--- config.mk ---
export PLATFORM = sky130hd
export DESIGN_NAME = host_console
export DESIGN_NICKNAME = d
export VERILOG_FILES = /design/src/rtl/host_console.sv
export SDC_FILE = /design/constraint.sdc
export NUM_CORES = 1
export LEC_CHECK = 0
export CAP_MARGIN = 40
export CORE_MARGIN = 2
export CORE_UTILIZATION = 42
export DETAILED_ROUTE_END_ITERATION = 8
export PLACE_DENSITY_LB_ADDON = 0.25
export SLEW_MARGIN = 0
export SYNTH_ARGS = -nofsm -noshare
export SYNTH_HDL_FRONTEND = slang
export SYNTH_SLANG_ARGS = --single-unit
--- constraint.sdc ---
create_clock -name clk -period 4.1 [get_ports clk]
set_input_delay 1.025 -clock clk [delete_from_list [all_inputs] [get_ports clk]]
set_output_delay 1.025 -clock clk [all_outputs]
set_load 0.005 [all_outputs]
--- src/rtl/host_console.sv ---
`default_nettype none
// ============================================================================
// Module   : host_console
// Purpose  : Host-side console sequencer. Waits for the device link
//            announcement, then issues the device-index and parameter command
//            packets, collecting the type and temperature replies. Afterwards,
//            while 'run' is high, it issues conversion-index packets back to
//            back and reports each DATA0 reply downstream. Every send or wait
//            phase is guarded by a timeout. Any unexpected reply type ends in
//            an error state, which can be retried with 'start'.
// Revision : 1.0 - initial release
// ----------------------------------------------------------------------------
// Ports
//   clk, rst                  clock, synchronous active-high reset
//   start, run                sequence start/retry pulse, conversion enable
//   cfg_didx, cfg_freq        device index / ADC frequency, latched on start
//   fs_com_send, fd_com_send  transmit request / transmitter done
//   send_btype, send_param    packet type and payload nibble to transmit
//   fs_com_read, fd_com_read  receiver holds packet / packet acknowledged
//   read_btype/type/temp/stat received packet fields
//   link_ok                   DLINK seen
//   dev_type, dev_temp        committed device type / temperature
//   dev_stat, data_vld        last DATA0 status, one-cycle report strobe
//   conv_cnt                  accepted conversion count (wraps)
//   busy, err, err_code       activity, error state, error cause
// ============================================================================
module host_console #(
  parameter int TIMEOUT = 1000000,
  parameter int TW      = 20
) (
  input  logic        clk,
  input  logic        rst,
  input  logic        start,
  input  logic        run,
  input  logic [3:0]  cfg_didx,
  input  logic [3:0]  cfg_freq,
  output logic        fs_com_send,
  input  logic        fd_com_send,
  output logic [3:0]  send_btype,
  output logic [3:0]  send_param,
  input  logic        fs_com_read,
  output logic        fd_com_read,
  input  logic [3:0]  read_btype,
  input  logic [7:0]  read_type,
  input  logic [7:0]  read_temp,
  input  logic [3:0]  read_stat,
  output logic        link_ok,
  output logic [7:0]  dev_type,
  output logic [7:0]  dev_temp,
  output logic [3:0]  dev_stat,
  output logic        data_vld,
  output logic [15:0] conv_cnt,
  output logic        busy,
  output logic        err,
  output logic [1:0]  err_code
);

  localparam logic [3:0] c_BAG_INIT   = 4'b0000;
  localparam logic [3:0] c_BAG_DIDX   = 4'b0101;
  localparam logic [3:0] c_BAG_DPARAM = 4'b0110;
  localparam logic [3:0] c_BAG_DDIDX  = 4'b0111;
  localparam logic [3:0] c_BAG_DLINK  = 4'b1000;
  localparam logic [3:0] c_BAG_DTYPE  = 4'b1001;
  localparam logic [3:0] c_BAG_DTEMP  = 4'b1010;
  localparam logic [3:0] c_BAG_DATA0  = 4'b1101;

  localparam logic [1:0] c_ERR_NONE    = 2'b00;
  localparam logic [1:0] c_ERR_TIMEOUT = 2'b01;
  localparam logic [1:0] c_ERR_BTYPE   = 2'b10;

  localparam logic [TW-1:0] c_TMO_LAST = TW'(TIMEOUT - 1);

  typedef enum logic [3:0] {
    S_IDLE      = 4'd0,
    S_LINK_WAIT = 4'd1,
    S_LINK_ACK  = 4'd2,
    S_TYPE_SEND = 4'd3,
    S_TYPE_WAIT = 4'd4,
    S_TYPE_ACK  = 4'd5,
    S_CONF_SEND = 4'd6,
    S_CONF_WAIT = 4'd7,
    S_CONF_ACK  = 4'd8,
    S_RUN_IDLE  = 4'd9,
    S_CONV_SEND = 4'd10,
    S_CONV_WAIT = 4'd11,
    S_CONV_ACK  = 4'd12,
    S_ERR       = 4'd13
  } state_t;

  state_t        state_q, state_d;
  logic [TW-1:0] tcnt_q;
  logic [3:0]    cfg_didx_q, cfg_freq_q;
  logic [3:0]    sh_btype_q, sh_stat_q;
  logic [7:0]    sh_type_q, sh_temp_q;
  logic          link_ok_q;
  logic [7:0]    dev_type_q, dev_temp_q;
  logic [3:0]    dev_stat_q, ddidx_q;
  logic          data_vld_q;
  logic [15:0]   conv_cnt_q;
  logic [1:0]    err_code_q, err_code_d;

  // Control strobes decoded alongside the next state.
  logic w_latch_cfg, w_capture, w_set_link;
  logic w_commit_type, w_commit_temp, w_commit_conv;
  logic w_timed, w_tmo;

  assign w_tmo = (tcnt_q == c_TMO_LAST);

  // --------------------------------------------------------------------------
  // Next-state and output decode. In every *_SEND / *_WAIT state the
  // handshake event is tested before the timeout so that it wins a tie.
  // --------------------------------------------------------------------------
  always_comb begin
    state_d       = state_q;
    err_code_d    = err_code_q;
    w_latch_cfg   = 1'b0;
    w_capture     = 1'b0;
    w_set_link    = 1'b0;
    w_commit_type = 1'b0;
    w_commit_temp = 1'b0;
    w_commit_conv = 1'b0;
    w_timed       = 1'b0;
    fs_com_send   = 1'b0;
    fd_com_read   = 1'b0;
    send_btype    = c_BAG_INIT;
    send_param    = 4'd0;

    case (state_q)
      S_IDLE: begin
        if (start) begin
          w_latch_cfg = 1'b1;
          state_d     = S_LINK_WAIT;
        end
      end

      S_LINK_WAIT, S_TYPE_WAIT, S_CONF_WAIT, S_CONV_WAIT: begin
        w_timed = 1'b1;
        if (fs_com_read) begin
          w_capture = 1'b1;
          case (state_q)
            S_LINK_WAIT: state_d = S_LINK_ACK;
            S_TYPE_WAIT: state_d = S_TYPE_ACK;
            S_CONF_WAIT: state_d = S_CONF_ACK;
            default:     state_d = S_CONV_ACK;
          endcase
        end else if (w_tmo) begin
          state_d    = S_ERR;
          err_code_d = c_ERR_TIMEOUT;
        end
      end

      S_TYPE_SEND, S_CONF_SEND, S_CONV_SEND: begin
        w_timed     = 1'b1;
        fs_com_send = 1'b1;
        case (state_q)
          S_TYPE_SEND: begin
            send_btype = c_BAG_DIDX;
            send_param = cfg_didx_q;
          end
          S_CONF_SEND: begin
            send_btype = c_BAG_DPARAM;
            send_param = cfg_freq_q;
          end
          default: begin
            send_btype = c_BAG_DDIDX;
            send_param = ddidx_q;
          end
        endcase
        if (fd_com_send) begin
          case (state_q)
            S_TYPE_SEND: state_d = S_TYPE_WAIT;
            S_CONF_SEND: state_d = S_CONF_WAIT;
            default:     state_d = S_CONV_WAIT;
          endcase
        end else if (w_tmo) begin
          state_d    = S_ERR;
          err_code_d = c_ERR_TIMEOUT;
        end
      end

      // ACK states: hold the acknowledge until the receiver releases, then
      // judge the packet type captured on entry.
      S_LINK_ACK: begin
        fd_com_read = 1'b1;
        if (!fs_com_read) begin
          if (sh_btype_q == c_BAG_DLINK) begin
            w_set_link = 1'b1;
            state_d    = S_TYPE_SEND;
          end else begin
            state_d    = S_ERR;
            err_code_d = c_ERR_BTYPE;
          end
        end
      end

      S_TYPE_ACK: begin
        fd_com_read = 1'b1;
        if (!fs_com_read) begin
          if (sh_btype_q == c_BAG_DTYPE) begin
            w_commit_type = 1'b1;
            state_d       = S_CONF_SEND;
          end else begin
            state_d    = S_ERR;
            err_code_d = c_ERR_BTYPE;
          end
        end
      end

      S_CONF_ACK: begin
        fd_com_read = 1'b1;
        if (!fs_com_read) begin
          if (sh_btype_q == c_BAG_DTEMP) begin
            w_commit_temp = 1'b1;
            state_d       = S_RUN_IDLE;
          end else begin
            state_d    = S_ERR;
            err_code_d = c_ERR_BTYPE;
          end
        end
      end

      S_CONV_ACK: begin
        fd_com_read = 1'b1;
        if (!fs_com_read) begin
          if (sh_btype_q == c_BAG_DATA0) begin
            w_commit_conv = 1'b1;
            state_d       = S_RUN_IDLE;
          end else begin
            state_d    = S_ERR;
            err_code_d = c_ERR_BTYPE;
          end
        end
      end

      S_RUN_IDLE: begin
        if (run) begin
          state_d = S_CONV_SEND;
        end
      end

      S_ERR: begin
        if (start) begin
          w_latch_cfg = 1'b1;
          err_code_d  = c_ERR_NONE;
          state_d     = link_ok_q ? S_TYPE_SEND : S_LINK_WAIT;
        end
      end

      default: state_d = S_IDLE;
    endcase
  end

  always_ff @(posedge clk) begin
    if (rst) begin
      state_q <= S_IDLE;
    end else begin
      state_q <= state_d;
    end
  end

  // Timeout counter: restarts on every state change, counts only in timed
  // states so it is always zero when a timed state is entered.
  always_ff @(posedge clk) begin
    if (rst) begin
      tcnt_q <= '0;
    end else if (state_d != state_q || !w_timed) begin
      tcnt_q <= '0;
    end else begin
      tcnt_q <= tcnt_q + TW'(1);
    end
  end

  always_ff @(posedge clk) begin
    if (rst) begin
      cfg_didx_q <= 4'd0;
      cfg_freq_q <= 4'd0;
      sh_btype_q <= 4'd0;
      sh_type_q  <= 8'd0;
      sh_temp_q  <= 8'd0;
      sh_stat_q  <= 4'd0;
      link_ok_q  <= 1'b0;
      dev_type_q <= 8'd0;
      dev_temp_q <= 8'd0;
      dev_stat_q <= 4'd0;
      ddidx_q    <= 4'd0;
      data_vld_q <= 1'b0;
      conv_cnt_q <= 16'd0;
      err_code_q <= c_ERR_NONE;
    end else begin
      err_code_q <= err_code_d;
      data_vld_q <= w_commit_conv;
      if (w_latch_cfg) begin
        cfg_didx_q <= cfg_didx;
        cfg_freq_q <= cfg_freq;
      end
      if (w_capture) begin
        sh_btype_q <= read_btype;
        sh_type_q  <= read_type;
        sh_temp_q  <= read_temp;
        sh_stat_q  <= read_stat;
      end
      if (w_set_link) begin
        link_ok_q <= 1'b1;
      end
      if (w_commit_type) begin
        dev_type_q <= sh_type_q;
      end
      if (w_commit_temp) begin
        dev_temp_q <= sh_temp_q;
      end
      if (w_commit_conv) begin
        dev_stat_q <= sh_stat_q;
        conv_cnt_q <= conv_cnt_q + 16'd1;
        ddidx_q    <= ddidx_q + 4'd1;
      end
    end
  end

  assign link_ok  = link_ok_q;
  assign dev_type = dev_type_q;
  assign dev_temp = dev_temp_q;
  assign dev_stat = dev_stat_q;
  assign data_vld = data_vld_q;
  assign conv_cnt = conv_cnt_q;
  assign err_code = err_code_q;
  assign err      = (state_q == S_ERR);
  assign busy     = (state_q != S_IDLE) && (state_q != S_RUN_IDLE) && (state_q != S_ERR);

endmodule
`default_nettype wire

### Word level (Yosys, flattened, before mapping)

Index checks and enable logic that the tools add are counted.

| word-level totals | value |
|---|---|
| register bits | 100 |
| input port bits | 38 |

| cells by class | value |
|---|---|
| add/subtract/negate cells | 3 |
| equality and inequality tests | 32 |
| multiplexer cells | 54 |
| reduce and logical (&&, ||, !) cells | 14 |

Operators with widths:

| operator | number |
|---|---|
| two-way mux 4 bit | 13 |
| == test 4 bit, second input constant | 10 |
| one-hot mux 4 bit (9 select lines) | 1 |
| two-way mux 2 bit | 13 |
| inequality test 2 bit, second input constant | 11 |
| adder 20 x 1 -> 20 bit, second input constant | 1 |
| == test 20 bit, second input constant | 1 |
| two-way mux 1 bit | 19 |
| adder 16 x 1 -> 16 bit, second input constant | 1 |
| == test 4 x 3 -> 1 bit, second input constant | 4 |
| one-hot mux 4 bit (2 select lines) | 2 |
| one-hot mux 2 bit (7 select lines) | 1 |
| one-hot mux 4 bit (3 select lines) | 1 |
| AND reduction 12 bit | 1 |
| two-way mux 3 bit | 3 |
| == test 4 x 2 -> 1 bit, second input constant | 2 |
| inequality test 4 bit, second input constant | 2 |
| OR reduction 4 bit | 2 |
| nonzero test 7 bit | 1 |
| OR reduction 7 bit | 1 |
| adder 4 x 1 -> 4 bit, second input constant | 1 |
| == test 4 x 1 -> 1 bit, second input constant | 1 |
| logical NOT 4 bit | 1 |
| inequality test 4 bit | 1 |
| other kinds (7) | 9 |

### Depth between registers and ports, before layout

| logic depth | value |
|---|---|
| depth in word-level cells | 7 |
| mapped depth | 10 |
| mapped depth without buffers | 7 |

### Worst setup path after synthesis

No wires, ideal clock.

| timing | value |
|---|---|
| kind | in2reg |
| from | input port fs_com_read |
| to | register tcnt_q[1] |
| setup time | 0.087 ns |
| data arrival time | 2.555 ns |
| data required time | 4.013 ns |
| path slack | 1.458 ns |
| stages on the path | 8 |
| path buffers | 2 |
| cell sequence | buf_2 and4bb_1 nand3_1 and3_1 a2111oi_4 o221ai_2 buf_6 nor4b_2 |

| between the ends | value |
|---|---|
| word-level cells in the longest chain between the ends | 5 |
| elaborated cells between the ends (all ways) | 9 |
| those cells by class | eq/ne: 1; mux: 6; reduce/logical: 2 |

RTL lines:

| element | line | source |
|---|---|---|
| from (decl) | 41 | `input logic fs_com_read,` |
| two-way mux 4 bit (on tied branches) | -- |  |
| one-hot mux 4 bit (9 select lines) * | 128 | `case (state_q)` |
| inequality test 4 bit * | 266 | `end else if (state_d != state_q \|\| !w_timed) begin` |
| logical OR 1 bit * | 266 |  |
| OR reduction 2 bit (no source line) * | -- |  |
| to (signal assigned) | 269 | `tcnt_q <= tcnt_q + TW'(1);` |
| to (decl) | 91 | `logic [TW-1:0] tcnt_q;` |

Mark *: on every way between the ends. The rest lies on a longest branch, timed or not.
A chain may end at the register's enable or synchronous reset.

### Worst setup path after layout

| timing | value |
|---|---|
| from | register state_q[3] |
| to | output port busy |

| between the ends | value |
|---|---|
| word-level cells in the longest chain between the ends | 3 |
| elaborated cells between the ends (all ways) | 5 |
| those cells by class | eq/ne: 2; reduce/logical: 3 |

RTL lines:

| element | line | source |
|---|---|---|
| from (decl) | 90 | `state_t state_q, state_d;` |
| from (signal assigned) | 257 | `state_q <= state_d;` |
| inequality test 4 bit or nonzero test 4 bit (tied branches) | 327 | `assign busy = (state_q != S_IDLE) && (state_q != S_RUN_IDLE) && (state_q != S_ERR);` |
| logical AND 1 bit | 327 |  |
| logical AND 1 bit * | 327 |  |
| to (decl) | 53 | `output logic busy,` |

Marked as above.

==> impl_metrics.ini <==
[run_status]
run_status = finished clean

[timing]
setup_tns_ps = 0
timing.slew.headroom_pct = 46.5
max_slew.worst_pin.slew_ps = 803
rsz0062_at_grt = no
timing.final.setup_violations = 0
timing.final.crit_period_ps = 3440
timing_hold_violations_final = 0
finalClockSkew_ps = 8.79
clock.fmax_mhz = 291
post-route-period-util_pct = 83.8
report.final.slew_viol_count = 0

[synth]
synth_largest_area_cell = sky130_fd_sc_hd__dfxtp_1
synth.yosys.warnings = 0
yosys-top-cells-area = sky130_fd_sc_hd__dfxtp_1 (41%), sky130_fd_sc_hd__mux2i_1 (9.8%), sky130_fd_sc_hd__nor2_1 (7.2%), sky130_fd_sc_hd__xor2_1 (4.6%), sky130_fd_sc_hd__nand2_1 (3.2%)
synth_area_sq_mm = 0.00491
synth_seq_area_share_pct = 40.8
synth.lib_cells_used.distinct = 62
yosysTopAreaCellShare_pct = 40.8
post_synthesis_area_per_instance_sq_um = 8.75
post_synth_most_frequent_cells = sky130_fd_sc_hd__dfxtp_1 (100), sky130_fd_sc_hd__nor2_1 (94), sky130_fd_sc_hd__mux2i_1 (48)
syn-num-nets = 602
postSynth.asyncResetShare_pct = 0
post-synth-top-count-cell = sky130_fd_sc_hd__dfxtp_1
yosys_most_used_dff = sky130_fd_sc_hd__dfxtp_1
synth_seq_cells = 100
postSynthCellCount = 561
number_of_enable_type_register_cells_in_the_synthesized_netlist = 0

[placement]
routabilityCongestion = 0.915
place.port_buffers = 88
dpl-instance-area_sq_mm = 0.00586
dpl.cell_count = 765
place.detailed.hpwl_um = 8220

[clock_tree]
clkTransAtPathRegs_ps = 70
cts_root_buffer = sky130_fd_sc_hd__clkbuf_16
cts_repair_resize_count = 0
cts_hold_repair.buffers = 0
cts.sinks = 100
tritoncts = yes
clk_latency_ps = 340
clock_tree.htree_level_count = 3
cts_buffer_depth = 2
cts.repair_timing.setup_buffer_count = 0
cts_buf_count = 9

[worst_hold_path]
holdPathStages = 2
worst_hold_startpoint = sh_stat_q[0]
worst_hold_path_type = reg -> reg
min_delay_worst_endpoint = dev_stat[0]

[detailed_routing]
drt-vias-per-instance = 5.43
drc = 0
dr_wl_met2_um = 5710
drt_iter0_markers = 287
route.met3.wl_um = 802
detail_route.first_pass.iterations = 5
wl_met1_um = 4980
routed_wl_um = 11700
top_layer = met4
detailroute.via_count = 4231
routedWlPerCell_um = 15.0
number_of_nets_with_antenna_violations_after_detailed_routing = 0

[final_layout]
layout.cell_area.non_filler_sq_mm = 0.00615
drive_gt1_share_pct = 8.18
area_growth_pct = 25.1
num-nets-final = 674
stdcell_count = 779
diodes = 0

[critical_path]
crit_buf_inv = 1
worst-setup-path-type = reg -> out
ff2ff_setup_slack_ps = 1140
worstPathRequired_ps = 3070
timing.critical_path.cells = or2_1, nor2_1, a21oi_1, or2_2, clkdlybuf4s50_1
timing.critical_path.from_type = flip-flop
terminus_of_the_critical_flop_to_flop_path = tcnt_q[18]
path_max_fanout = 23
critical_path.reg2reg.startpoint = state_q[3]
cell_with_the_largest_stage_delay_on_the_worst_path = sky130_fd_sc_hd__dfxtp_1
delay_of_the_slowest_cell_on_the_worst_path_ps = 840
worstPathArrival_ps = 2410
worst_path_dominant_cell_family = flip-flops
critical_path.endpoint_type = primary output
r2r_depth = 7

[grt]
number_of_global_route_vias_before_repair = 4100
grt_antenna_before_repair = 0
grt_pass1_wl_um = 19500
grt.total_usage_pct = 18.8
maximum_number_of_pins_on_one_net_before_global_route_repair = 80
grt_overflow_total = 0

[power_and_ir_drop]
intPower_uw = 1720
clkPwrFrac_pct = 34.4
pwr-share-comb_pct = 21.4
total_leakage_power_uw = 0.00237
pwr_density_cell_mw_per_mm2 = 397
seq_power_share_pct = 44.2
power_switching_uw = 722
power.total_uw = 2440
max-vdd-ir-drop_mv = 0.316
power_switching_share_pct = 29.6

[floorplanning]
die-height_um = 112
pin_count = 90
start_util_pct = 43.0
placeableCoreArea_sq_mm = 0.0114
fp.dieW_um = 112
die_area_sq_mm = 0.0126
fp-row-count = 39

[run]
cap_violations = 0
## layout make-up
cell class / instances / area, sq um
fill: 1097 / 5270
multi-input combinational: 412 / 2660
sequential: 100 / 2000
timing repair buffer: 103 / 992
clock buffer: 9 / 225
tap: 143 / 179
clock inverter: 5 / 60.1
inverter: 7 / 26.3
## flip-flops by register name, summed over array words and instances, names as in the netlist
register	cells
cfg_didx_q	4
cfg_freq_q	4
conv_cnt	16
data_vld	1
ddidx_q	4
dev_stat	4
dev_temp	8
dev_type	8
err_code	2
link_ok	1
sh_btype_q	4
sh_stat_q	4
sh_temp_q	8
sh_type_q	8
state_q	4
tcnt_q	20
## cell usage in the layout, fill, tap and decap left out, drive strengths merged, types with 3 or more instances in the layout
cell type / instances
nor3: 18
or3: 3
mux2i: 48
nand3: 16
nand4: 10
nand2b: 8
xnor2: 12
dfxtp: 100
ha: 3
inv: 9
and4bb: 5
and2: 4
nor2: 95
o21a: 3
nor4: 13
xor2: 26
clkdlybuf4s50: 87
nor4b: 4
o21ai: 15
or2: 3
clkbuf: 9
and4: 3
a31oi: 4
a21oi: 26
buf: 16
and3: 11
a22oi: 4
nor3b: 4
nand2: 42
## logic make-up after synthesis
family,share of synthesized area [%]
buffers and inverters,5.04
multiplexers,10.0
other,0.0764
XOR/XNOR,6.78
flip-flops,40.8
AND/OR/NAND/NOR,27.0
adder cells (fa/ha/maj),0.764
AO/OA/AOI/OAI,9.58
## per-layer routing
layer | GRT usage (%) | vias to the layer above
met2 | 31.6 | 131
met1 | 23.0 | 1995
li1 | - | 2090
met4 | 6.26 | 0
met5 | 0 | -
met3 | 5.62 | 15
## power by group through the flow
stage	clock network, uW	logic [uW]	registers [uW]
floorplan	0	413	1060
global placement	0	508	1100
detailed placement	0	518	1100
CTS	862	521	1080
global route	900	570	1090
finish	839	522	1080
## worst max-delay path by stage
stage	from	to	slack [ps]	cells after the start
detailed placement	fs_com_read	tcnt_q[18]	490	8
global placement	fs_com_read	tcnt_q[5]	540	7
CTS	state_q[1]	send_param[1]	670	5
global route	state_q[3]	busy	530	5
floorplan	fs_com_read	tcnt_q[1]	1460	8
finish	state_q[3]	busy	660	5
## per-stage QoR
| stage | worst slack, ps | hold WS [ps] | util, % |
|---|---|---|---|
| after floorplan | 1460 | 432 | - |
| after global placement | 545 | 444 | 51.2 |
| after detailed placement | 488 | 452 | 51.3 |
| after CTS | 669 | 454 | 53.8 |
| after global routing | 526 | 482 | 53.8 |
| final | 664 | 449 | 53.8 |
## worst reg2reg max path, stage by stage (launching register included)
cell and delay [ps]:
sky130_fd_sc_hd__dfxtp_1 840, sky130_fd_sc_hd__or2_1 390, sky130_fd_sc_hd__nor2_1 110, sky130_fd_sc_hd__or4_1 490
sky130_fd_sc_hd__a21oi_1 200, sky130_fd_sc_hd__o221ai_2 330, sky130_fd_sc_hd__buf_6 270, sky130_fd_sc_hd__nor4_2 240
(Power assumes the default switching activity.)
